[src/rtl/pipeline_pkg.sv]
// Shared pipeline types for the ARM core stage registers.
package pipeline_pkg;

    localparam int DATA_W = 32;
    localparam int ADDR_W = 4;

    // Decoded control fields carried from Decode into Execute.
    typedef struct packed {
        logic [3:0] cond;
        logic [1:0] flag_write;   // {NZ, CV}
        logic [1:0] alu_control;
        logic       pc_src;
        logic       reg_write;
        logic       mem_write;
        logic       branch;
        logic       mem_to_reg;
        logic       alu_src;
        logic       no_write;
    } de_ctrl_t;

    localparam int DE_CTRL_W = $bits(de_ctrl_t);

    // A bubble: every write enable and the condition field cleared, so the
    // Execute-stage conditional logic can commit nothing from this slot.
    localparam de_ctrl_t DE_CTRL_BUBBLE = de_ctrl_t'({DE_CTRL_W{1'b0}});

endpackage

[src/rtl/flopenrc.sv]
// Generic register: async reset, active-high enable, synchronous clear.
// Clear only acts when the register is enabled.
module flopenrc #(
    parameter int WIDTH = 8
) (
    input  logic             clk,
    input  logic             reset,
    input  logic             en_i,
    input  logic             clr_i,
    input  logic [WIDTH-1:0] d_i,
    output logic [WIDTH-1:0] q_o
);

    logic [WIDTH-1:0] q_q;

    // State register: reset > enabled clear > enabled load > hold.
    always_ff @(posedge clk or posedge reset) begin
        if (reset) begin
            q_q <= {WIDTH{1'b0}};
        end else if (en_i) begin
            if (clr_i) begin
                q_q <= {WIDTH{1'b0}};
            end else begin
                q_q <= d_i;
            end
        end else begin
            q_q <= q_q;
        end
    end

    assign q_o = q_q;

endmodule

[src/rtl/decode_execute_reg.sv]
// Decode->Execute pipeline register with stall (hold), flush (bubble) and
// a per-slot valid bit. Outputs are driven straight from flop Q.
module decode_execute_reg
    import pipeline_pkg::de_ctrl_t;
    import pipeline_pkg::DE_CTRL_W;
    import pipeline_pkg::DE_CTRL_BUBBLE;
#(
    parameter int DATA_W = pipeline_pkg::DATA_W,
    parameter int ADDR_W = pipeline_pkg::ADDR_W
) (
    input  logic              clk,
    input  logic              reset,
    input  logic              StallE,
    input  logic              FlushE,
    input  logic              ValidD,
    input  logic [3:0]        CondD,
    input  logic [1:0]        FlagWriteD,
    input  logic              PCSrcD,
    input  logic              RegWriteD,
    input  logic              MemWriteD,
    input  logic              BranchD,
    input  logic              MemtoRegD,
    input  logic              ALUSrcD,
    input  logic              NoWriteD,
    input  logic [1:0]        ALUControlD,
    input  logic [DATA_W-1:0] RD1D,
    input  logic [DATA_W-1:0] RD2D,
    input  logic [DATA_W-1:0] ExtImmD,
    input  logic [ADDR_W-1:0] RA1D,
    input  logic [ADDR_W-1:0] RA2D,
    input  logic [ADDR_W-1:0] WA3D,
    output logic              ValidE,
    output logic [3:0]        CondE,
    output logic [1:0]        FlagWriteE,
    output logic              PCSrcE,
    output logic              RegWriteE,
    output logic              MemWriteE,
    output logic              BranchE,
    output logic              MemtoRegE,
    output logic              ALUSrcE,
    output logic              NoWriteE,
    output logic [1:0]        ALUControlE,
    output logic [DATA_W-1:0] RD1E,
    output logic [DATA_W-1:0] RD2E,
    output logic [DATA_W-1:0] ExtImmE,
    output logic [ADDR_W-1:0] RA1E,
    output logic [ADDR_W-1:0] RA2E,
    output logic [ADDR_W-1:0] WA3E
);

    localparam int CTL_W  = DE_CTRL_W + 1;            // valid + controls
    localparam int DATA_BUS_W = 3 * DATA_W + 3 * ADDR_W;

    de_ctrl_t              ctrl_in_s;
    de_ctrl_t              ctrl_d;
    logic                  valid_d;
    de_ctrl_t              ctrl_q;
    logic                  valid_q;
    logic [CTL_W-1:0]      ctl_bus_q;
    logic [DATA_BUS_W-1:0] data_d;
    logic [DATA_BUS_W-1:0] data_q;
    logic                  en_s;

    // Flush must still move the register even while the hazard unit stalls.
    assign en_s = ~StallE | FlushE;

    assign ctrl_in_s = '{cond:        CondD,
                         flag_write:  FlagWriteD,
                         alu_control: ALUControlD,
                         pc_src:      PCSrcD,
                         reg_write:   RegWriteD,
                         mem_write:   MemWriteD,
                         branch:      BranchD,
                         mem_to_reg:  MemtoRegD,
                         alu_src:     ALUSrcD,
                         no_write:    NoWriteD};

    // Next control word: a flush substitutes the bubble pattern explicitly.
    always_comb begin
        ctrl_d  = ctrl_in_s;
        valid_d = ValidD;
        if (FlushE) begin
            ctrl_d  = DE_CTRL_BUBBLE;
            valid_d = 1'b0;
        end else begin
            ctrl_d  = ctrl_in_s;
            valid_d = ValidD;
        end
    end

    assign data_d = {RD1D, RD2D, ExtImmD, RA1D, RA2D, WA3D};

    flopenrc #(.WIDTH(CTL_W)) u_ctrl_reg (
        .clk   (clk),
        .reset (reset),
        .en_i  (en_s),
        .clr_i (FlushE),
        .d_i   ({valid_d, ctrl_d}),
        .q_o   (ctl_bus_q)
    );

    flopenrc #(.WIDTH(DATA_BUS_W)) u_data_reg (
        .clk   (clk),
        .reset (reset),
        .en_i  (en_s),
        .clr_i (FlushE),
        .d_i   (data_d),
        .q_o   (data_q)
    );

    assign valid_q = ctl_bus_q[CTL_W-1];
    assign ctrl_q  = de_ctrl_t'(ctl_bus_q[DE_CTRL_W-1:0]);

    assign ValidE      = valid_q;
    assign CondE       = ctrl_q.cond;
    assign FlagWriteE  = ctrl_q.flag_write;
    assign ALUControlE = ctrl_q.alu_control;
    assign PCSrcE      = ctrl_q.pc_src;
    assign RegWriteE   = ctrl_q.reg_write;
    assign MemWriteE   = ctrl_q.mem_write;
    assign BranchE     = ctrl_q.branch;
    assign MemtoRegE   = ctrl_q.mem_to_reg;
    assign ALUSrcE     = ctrl_q.alu_src;
    assign NoWriteE    = ctrl_q.no_write;

    assign {RD1E, RD2E, ExtImmE, RA1E, RA2E, WA3E} = data_q;

endmodule

[config.mk]
export PLATFORM = sky130hd
export DESIGN_NAME = decode_execute_reg
export DESIGN_NICKNAME = d
export VERILOG_FILES = /design/src/rtl/pipeline_pkg.sv /design/src/rtl/flopenrc.sv /design/src/rtl/decode_execute_reg.sv
export SDC_FILE = /design/constraint.sdc
export NUM_CORES = 1
export LEC_CHECK = 0
export BUFFER_PORTS_ARGS = -buffer_cell sky130_fd_sc_hd__buf_2
export CAP_MARGIN = 40
export CORE_MARGIN = 3
export CORE_UTILIZATION = 46
export DETAILED_ROUTE_END_ITERATION = 10
export GPL_TIMING_DRIVEN = 0
export PLACE_DENSITY = 0.89
export SLEW_MARGIN = 20
export SYNTH_ARGS = -nofsm -noshare
export SYNTH_HDL_FRONTEND = slang
export SYNTH_SLANG_ARGS = --single-unit
[constraint.sdc]
create_clock -name clk -period 3.9 [get_ports clk]
set_input_delay 0.195 -clock clk [delete_from_list [all_inputs] [get_ports clk]]
set_output_delay 0.195 -clock clk [all_outputs]
set_load 0.005 [all_outputs]
## Word-level counts from Yosys, hierarchy flattened

Cells that the tools add are included.

- Bitwise logic cells: 2
- Mux-type cells: 2

Operators by type and width:

| operator | count |
|---|---|
| two-way mux 108 bit | 1 |
| two-way mux 16 bit | 1 |
| NOT 1 bit | 1 |
| OR 1 bit | 1 |

- Bits of input ports: 128
- Output and inout port bits: 124
- Logic and storage cells: 6
- Register bits after elaboration: 124

## Longest topological paths before layout

Gate-level depths: netlist (run 1).

- Word-level depth: 2
- Mapped depth: 5
- Gate-level depth less buffers: 2

## Cells and area by module

From an unflattened synthesis (run 1), not the netlist that was laid out.

- Cell total of the unflattened synthesis: 299
- Area, all modules: 4533.1 um^2

Modules (own cells, without submodules):

| module | cells an instance | area each (um^2) | sequential area each (um^2) | times used |
|---|---|---|---|---|
| flopenrc (u_data_reg) | 243 | 3809.9 | 2702.6 | 1 |
| flopenrc (u_ctrl_reg) | 38 | 600.6 | 400.4 | 1 |
| decode_execute_reg | 18 | 122.6 | 0.0 | 1 |

## Worst setup path after synthesis (run 1)

Ideal clock, no wire load.

- Path type: input to register
- Start: in StallE
- End: reg u_data_reg.q_q[40] (netlist: u_data_reg.q_o[40])
- Slack: 2.919 ns
- Path buffers: 3
- Library setup time: 0.132 ns
- Required time: 3.768 ns
- Cell stages on the path: 5
- Data arrival time: 0.849 ns
- Path through: buf_4 buf_8 buf_12 mux2i_1 nor2_1

- Longest elaborated chain between the ends: 2

Ends and longest elaborated chain:

| what | line | RTL |
|---|---|---|
| start: declaration | decode_execute_reg.sv:13 | `input logic StallE,` |
| NOT 1 bit | decode_execute_reg.sv:65 | `assign en_s = ~StallE \| FlushE;` |
| OR 1 bit | decode_execute_reg.sv:65 |  |
| end signal: assignment | flopenrc.sv:22 | `q_q <= {WIDTH{1'b0}};` |
| end signal: assignment | flopenrc.sv:24 | `q_q <= d_i;` |
| end signal: assignment | flopenrc.sv:27 | `q_q <= q_q;` |
| end: declaration | flopenrc.sv:14 | `logic [WIDTH-1:0] q_q;` |

Every way passes these cells.
A chain may end at the register's enable or synchronous reset.

## Worst setup path in the final report (run 1)

- Start: reg u_data_reg.q_q[106] (netlist: u_data_reg.q_o[106])
- End: out RD1E[30]

RTL lines:

| what | line | RTL |
|---|---|---|
| start signal: assignment | flopenrc.sv:19 | `q_q <= {WIDTH{1'b0}};` |
| start signal: assignment | flopenrc.sv:22 |  |
| start signal: assignment | flopenrc.sv:24 |  |
| end: declaration | decode_execute_reg.sv:43 | `output logic [DATA_W-1:0] RD1E,` |

No word-level cell between the ends.

==> impl_metrics.tcl, run 1 <==
set metrics [dict create \
    fin_cells 945 \
    yosysUniqueCellTypes 10 \
    r2r_start "u_data_reg.q_o[106]$_DFFE_PP0P_" \
    busiest_layer "met2" \
    clk_transition_reported_paths_ns 0.06 \
    fmax_mhz 778 \
    finalCriticalPeriod_ns 1.28 \
    cp_top_family "flip-flops" \
    wire_per_inst_um 19.3 \
    clock_skew_ns 0 \
    p_total_mw 3.56 \
    route.detailed.drc 0 \
    cp_max_fo 2 \
    hold_class "in2reg" \
    cts_setup_buffers 0 \
    p_comb_share_pct 14.2 \
    clkPwrFrac_pct 46.3 \
    drive_gt1_share_pct 36.8 \
    yosysSeqAreaShare_pct 61.4 \
    synth_nets 529 \
    cts_tree "done" \
    io_pins 252 \
    dp_hpwl_um 9970 \
    gp_congestion 0.821 \
    cp-endpoint "RD1E[30]" \
    rows 37 \
    status "completed" \
    netSwitchingFraction_pct 24.1 \
    synth-seq-cells 124 \
    clock-root-buffer "clkbuf_8" \
    p_sw_mw 0.858 \
    yosys_warnings 0 \
    relSlewSlack_pct 66.9 \
    hold_violations 0 \
    worst-r2r-cell-count 2 \
    grt_pass1_vias 5505 \
    die_w_um 111 \
    tns_ns 0 \
    clock_path_buffers 2 \
    critPathKind "reg2out" \
    pwr-share-seq_pct 39.6 \
    worst-path-stages 1 \
    preCtsSetupSlack_ns 2.60 \
    drt_iter0_markers 253 \
    finalSetupViolCount 0 \
    slew_viol_final 0 \
    mostFrequentLayoutCell "buf_2" \
    syn_avg_cell_area_um2 12.6 \
    vias_per_cell 5.16 \
    use_met2_pct 52.4 \
    critical_path_buf_inv_count 1 \
    num-fill-cells 549 \
    antenna_found_initial 1 \
    ctsHtreeMaxLevel 4 \
    grt_use_total_pct 30.2 \
    portBuffers 249 \
    worstReg2RegEnd "u_data_reg.q_o[106]$_DFFE_PP0P_" \
    cts_buffers 17 \
    crit_required_ns 3.70 \
    endpoint_kind "primary output" \
    fin_crit_sh_pct 32.9 \
    grt_use_met1_pct 31.3 \
    fin_ws_ns 2.62 \
    crit_chain "buf_2" \
    grt_overflow 0 \
    worst_skew_pair.late_latency_ns 0.50 \
    worst_pin_slew_ns 0.496 \
    grt_start_max_net_pins 73 \
    synthesis.area_um2 5060 \
    r2r_slack_ns 2.99 \
    final_cell_mix "buf_2, dlygate4sd3_1, mux2i_1, nor2_1, dfrtp_1" \
    worstPathArrival_ns 1.09 \
    dp_cells 787 \
    critPathLaunch "u_data_reg.q_o[106]$_DFFE_PP0P_" \
    internal-power_mw 2.70 \
    crit_slowest_cell "dfrtp_1" \
    coreArea_um2 10500 \
    timing.max_cap.violations 0 \
    power_leakage_nw 4.68 \
    drt_first_pass_iters 5 \
    ant_nets 0 \
    num_vias 4879 \
    grt_util_met3_pct 9.06 \
    clock-sinks 124 \
    die-area_um2 12300 \
    power.density_nw_per_um2 425 \
    routed_wl_um 18200 \
    synth_cells 401 \
    grt_first_pass_wirelength_um 28800 \
    initial_utilization_pct 48.1 \
    rsz0062_at_grt "no" \
    cpPeakStageDelay_ns 0.43 \
    ir_worst_vdd_mv 0.263 \
    area_growth_pct 65.6 \
    cp-start-kind "flop" \
    fp.dieH_um 111 \
    postLayoutCoreUtil_pct 79.7 \
    nets 923 \
]
## stage by stage
stage / hold WS, ns / instance area, um^2
finish: 0.252 / 8370
global route: 0.243 / 8370
CTS: 0.201 / 8370
detailed placement: 0.259 / 6500
global placement: 0.434 / 6470
floorplan: 0.348 / 5060
## cells by family (layout without fill, tap and decap cells)
family,after synthesis,count (layout),synth area share [%]
mux,124,124,24.5
flops,124,124,61.4
simple gates,124,124,9.21
buf+inv,29,436,4.87
other cells,0,1,0
## worst min-delay path by stage
| stage | start | end | slack [ns] | depth (start not counted) |
|---|---|---|---|---|
| final | FlushE | u_data_reg.q_o[37]$_DFFE_PP0P_ | 0.25 | 3 |
| after global placement | RD1D[28] | u_data_reg.q_o[104]$_DFFE_PP0P_ | 0.43 | 3 |
| after CTS | FlushE | u_data_reg.q_o[37]$_DFFE_PP0P_ | 0.20 | 3 |
| after detailed placement | reset | u_data_reg.q_o[49]$_DFFE_PP0P_ | 0.26 | 2 |
| after global routing | FlushE | u_data_reg.q_o[37]$_DFFE_PP0P_ | 0.24 | 3 |
| after floorplan | NoWriteD | u_ctrl_reg.q_o[0]$_DFFE_PP0P_ | 0.35 | 2 |
## metal layers
layer | vias up | share of wire [%]
met1 | 2295 | 34
met4 | 0 | 6.1
met2 | 366 | 51
li1 | 2122 | -
met5 | - | 0
met3 | 96 | 8.9
## layout make-up
cell class	instances	area, um^2	area share (%)
diodes	1	2.50	0.0299
clock inverters	11	166	1.99
repair buffers	375	2520	30.2
plain buffers	28	243	2.90
multi-input cells	248	1710	20.4
flip-flops and latches	124	3100	37.1
clock buffers	21	449	5.36
well taps	136	170	2.03
inverters	1	8.76	0.105
## sequential cells by signal, summed over array words and instances (netlist names)
register        cells
u_ctrl_reg.q_o     16
u_data_reg.q_o    108
## power groups by stage
stage                     Sequential (mW)  Combinational, mW  Clock, mW
after floorplan                      1.42              0.188          0
after global placement               1.42              0.361          0
after detailed placement             1.42              0.382          0
after CTS                            1.40              0.481       1.66
after global routing                 1.41              0.544       1.72
final                                1.41              0.505       1.65
## cells in the mapped netlist (all sizes together)
master  number  area [um^2]
clkbuf       8         30.0
buf         20          213
dfrtp      124         3100
inv          1         3.75
mux2i      124         1240
nor2       124          465
## what timing repair did
item / CTS / global route
resized for setup: 0 / 0
endpoints found under the hold margin: 176 / 0
hold buffers: 125 / 0
(Power assumes the default switching activity.)
==> run 2: changes to the inputs <==
==> constraint.sdc (replaced) <==
create_clock -name clk -period 1.2 [get_ports clk]
set_input_delay 0.06 -clock clk [delete_from_list [all_inputs] [get_ports clk]]
set_output_delay 0.06 -clock clk [all_outputs]
set_load 0.005 [all_outputs]
==> run 2 against run 1 <==
Design area grew 0.24%; wire length fell by 0.91%; worst setup slack got worse by 2.6 ns; via count down 1.5%; largest cell class unchanged; largest power group unchanged; highest routed layer unchanged.
==> impl_metrics.tcl, run 2 (synthesis results as in run 1) <==
set metrics [dict create \
    antenna_found_initial 1 \
    initial_utilization_pct 48.1 \
    ctsResizeCount 0 \
    fp.dieH_um 111 \
    slew_viol_final 0 \
    power.density_nw_per_um2 1370 \
    routed_wl_um 18000 \
    fmax_mhz 878 \
    fin_cells 945 \
    vias_per_cell 5.09 \
    cts_buffers 17 \
    timing.max_cap.violations 0 \
    largest_reg_flops 108 \
    ant_nets 0 \
    worst_pin_slew_ns 0.630 \
    num_vias 4808 \
    grt_first_pass_wirelength_um 28600 \
    critical_path_buf_inv_count 1 \
    grt_start_max_net_pins 37 \
    cp_max_fo 2 \
    relSlewSlack_pct 58.0 \
    worstPathArrival_ns 1.08 \
    fin_ws_ns 0.0615 \
    cp_top_family "flip-flops" \
    power_leakage_nw 4.69 \
    clk_transition_reported_paths_ns 0.06 \
    final_cell_mix "buf_2, dlygate4sd3_1, mux2i_1, nor2_1, dfrtp_1" \
    preCtsSetupSlack_ns -0.0258 \
    die-area_um2 12300 \
    coreArea_um2 10500 \
    dp_hpwl_um 10400 \
    critPathKind "reg2out" \
    grt_overflow 0 \
    io_pins 252 \
    ir_worst_vdd_mv 1.08 \
    endpoint_kind "primary output" \
    finalSetupViolCount 0 \
    rsz0062_at_grt "no" \
    clock-sinks 124 \
    worst_skew_pair.late_latency_ns 0.50 \
    ctsHtreeMaxLevel 4 \
    cts_tree "done" \
    drive_gt1_share_pct 36.6 \
    crit_required_ns 1.14 \
    grt_use_total_pct 29.7 \
    finalCriticalPeriod_ns 1.14 \
    cp-start-kind "flop" \
    clkPwrFrac_pct 45.9 \
    hold_class "in2reg" \
    p_comb_share_pct 14.3 \
    dp_cells 789 \
    cpPeakStageDelay_ns 0.42 \
    hold_violations 0 \
    wire_per_inst_um 19.1 \
    gp_congestion 0.847 \
    p_sw_mw 2.66 \
    netSwitchingFraction_pct 23.2 \
    mostFrequentLayoutCell "buf_2" \
    clock_path_buffers 2 \
    fin_crit_sh_pct 94.9 \
    crit_chain "buf_2" \
    grt_pass1_vias 5505 \
    internal-power_mw 8.82 \
    rows 37 \
    portBuffers 249 \
    clock_skew_ns 0 \
    drt_iter0_markers 257 \
    route.detailed.drc 0 \
    crit_slowest_cell "dfrtp_1" \
    drt_first_pass_iters 5 \
    area_growth_pct 66.0 \
    nets 925 \
    pwr-share-seq_pct 39.8 \
    timing.hold.ws_ns 0.103 \
    die_w_um 111 \
    num-fill-cells 547 \
    cts_setup_buffers 0 \
    status "completed" \
    clock-root-buffer "clkbuf_8" \
]
run 2: worst paths after layout:
| kind | start | end | slack (ns) | cells past startpoint |
|---|---|---|---|---|
| max | u_ctrl_reg.q_o[12]$_DFFE_PP0P_ | CondE[1] | 0.06 | 1 |
| min | FlushE | u_data_reg.q_o[36]$_DFFE_PP0P_ | 0.10 | 3 |
| max reg2reg | u_data_reg.q_o[92]$_DFFE_PP0P_ | u_data_reg.q_o[92]$_DFFE_PP0P_ | 0.31 | 2 |
| min reg2reg | u_data_reg.q_o[64]$_DFFE_PP0P_ | u_data_reg.q_o[64]$_DFFE_PP0P_ | 0.52 | 2 |
| max in group asynchronous | reset | u_data_reg.q_o[28]$_DFFE_PP0P_ | 0.23 | 5 |
| min in group asynchronous | reset | u_data_reg.q_o[87]$_DFFE_PP0P_ | 0.19 | 3 |
run 2: per-layer routing:
layer	part of all wire (%)	global-route usage, %
met1	35	30.6
met2	52	53.7
met4	5.2	17.8
met5	0	0
met3	7.6	7.75
run 2: layout make-up:
type | count | area (um^2) | area share [%]
Sequential cell | 124 | 3100 | 37.0
Timing Repair Buffer | 377 | 2560 | 30.5
Multi-Input combinational cell | 248 | 1710 | 20.3
Clock buffer | 23 | 467 | 5.56
Buffer | 28 | 243 | 2.89
Tap cell | 136 | 170 | 2.03
Clock inverter | 7 | 138 | 1.64
Inverter | 1 | 7.51 | 0.0894
Antenna cell | 1 | 2.50 | 0.0298
run 2: power groups by stage:
| stage | Clock, mW | Combinational (mW) | Sequential (mW) |
|---|---|---|---|
| CTS | 5.32 | 1.59 | 4.55 |
| global placement | 0 | 1.18 | 4.61 |
| floorplan | 0 | 0.612 | 4.63 |
| detailed placement | 0 | 1.26 | 4.62 |
| finish | 5.27 | 1.64 | 4.57 |
| global route | 5.51 | 1.77 | 4.59 |
run 2: repair_timing:
item                                    4_1_cts  5_1_grt
endpoints found under the setup margin        0        0
hold buffers                                125        0
hold endpoints to repair                    171        0
run 2: stage by stage:
stage	util, %	area [um^2]	TNS (ns)	power [mW]
2_1_floorplan	-	5060	-47.78	5.24
3_3_place_gp	61.6	6480	-125.20	5.79
3_5_place_dp	62.2	6540	-0.0258	5.88
4_1_cts	79.9	8390	0	11.5
5_1_grt	79.9	8390	0	11.9
6_report	79.9	8390	0	11.5
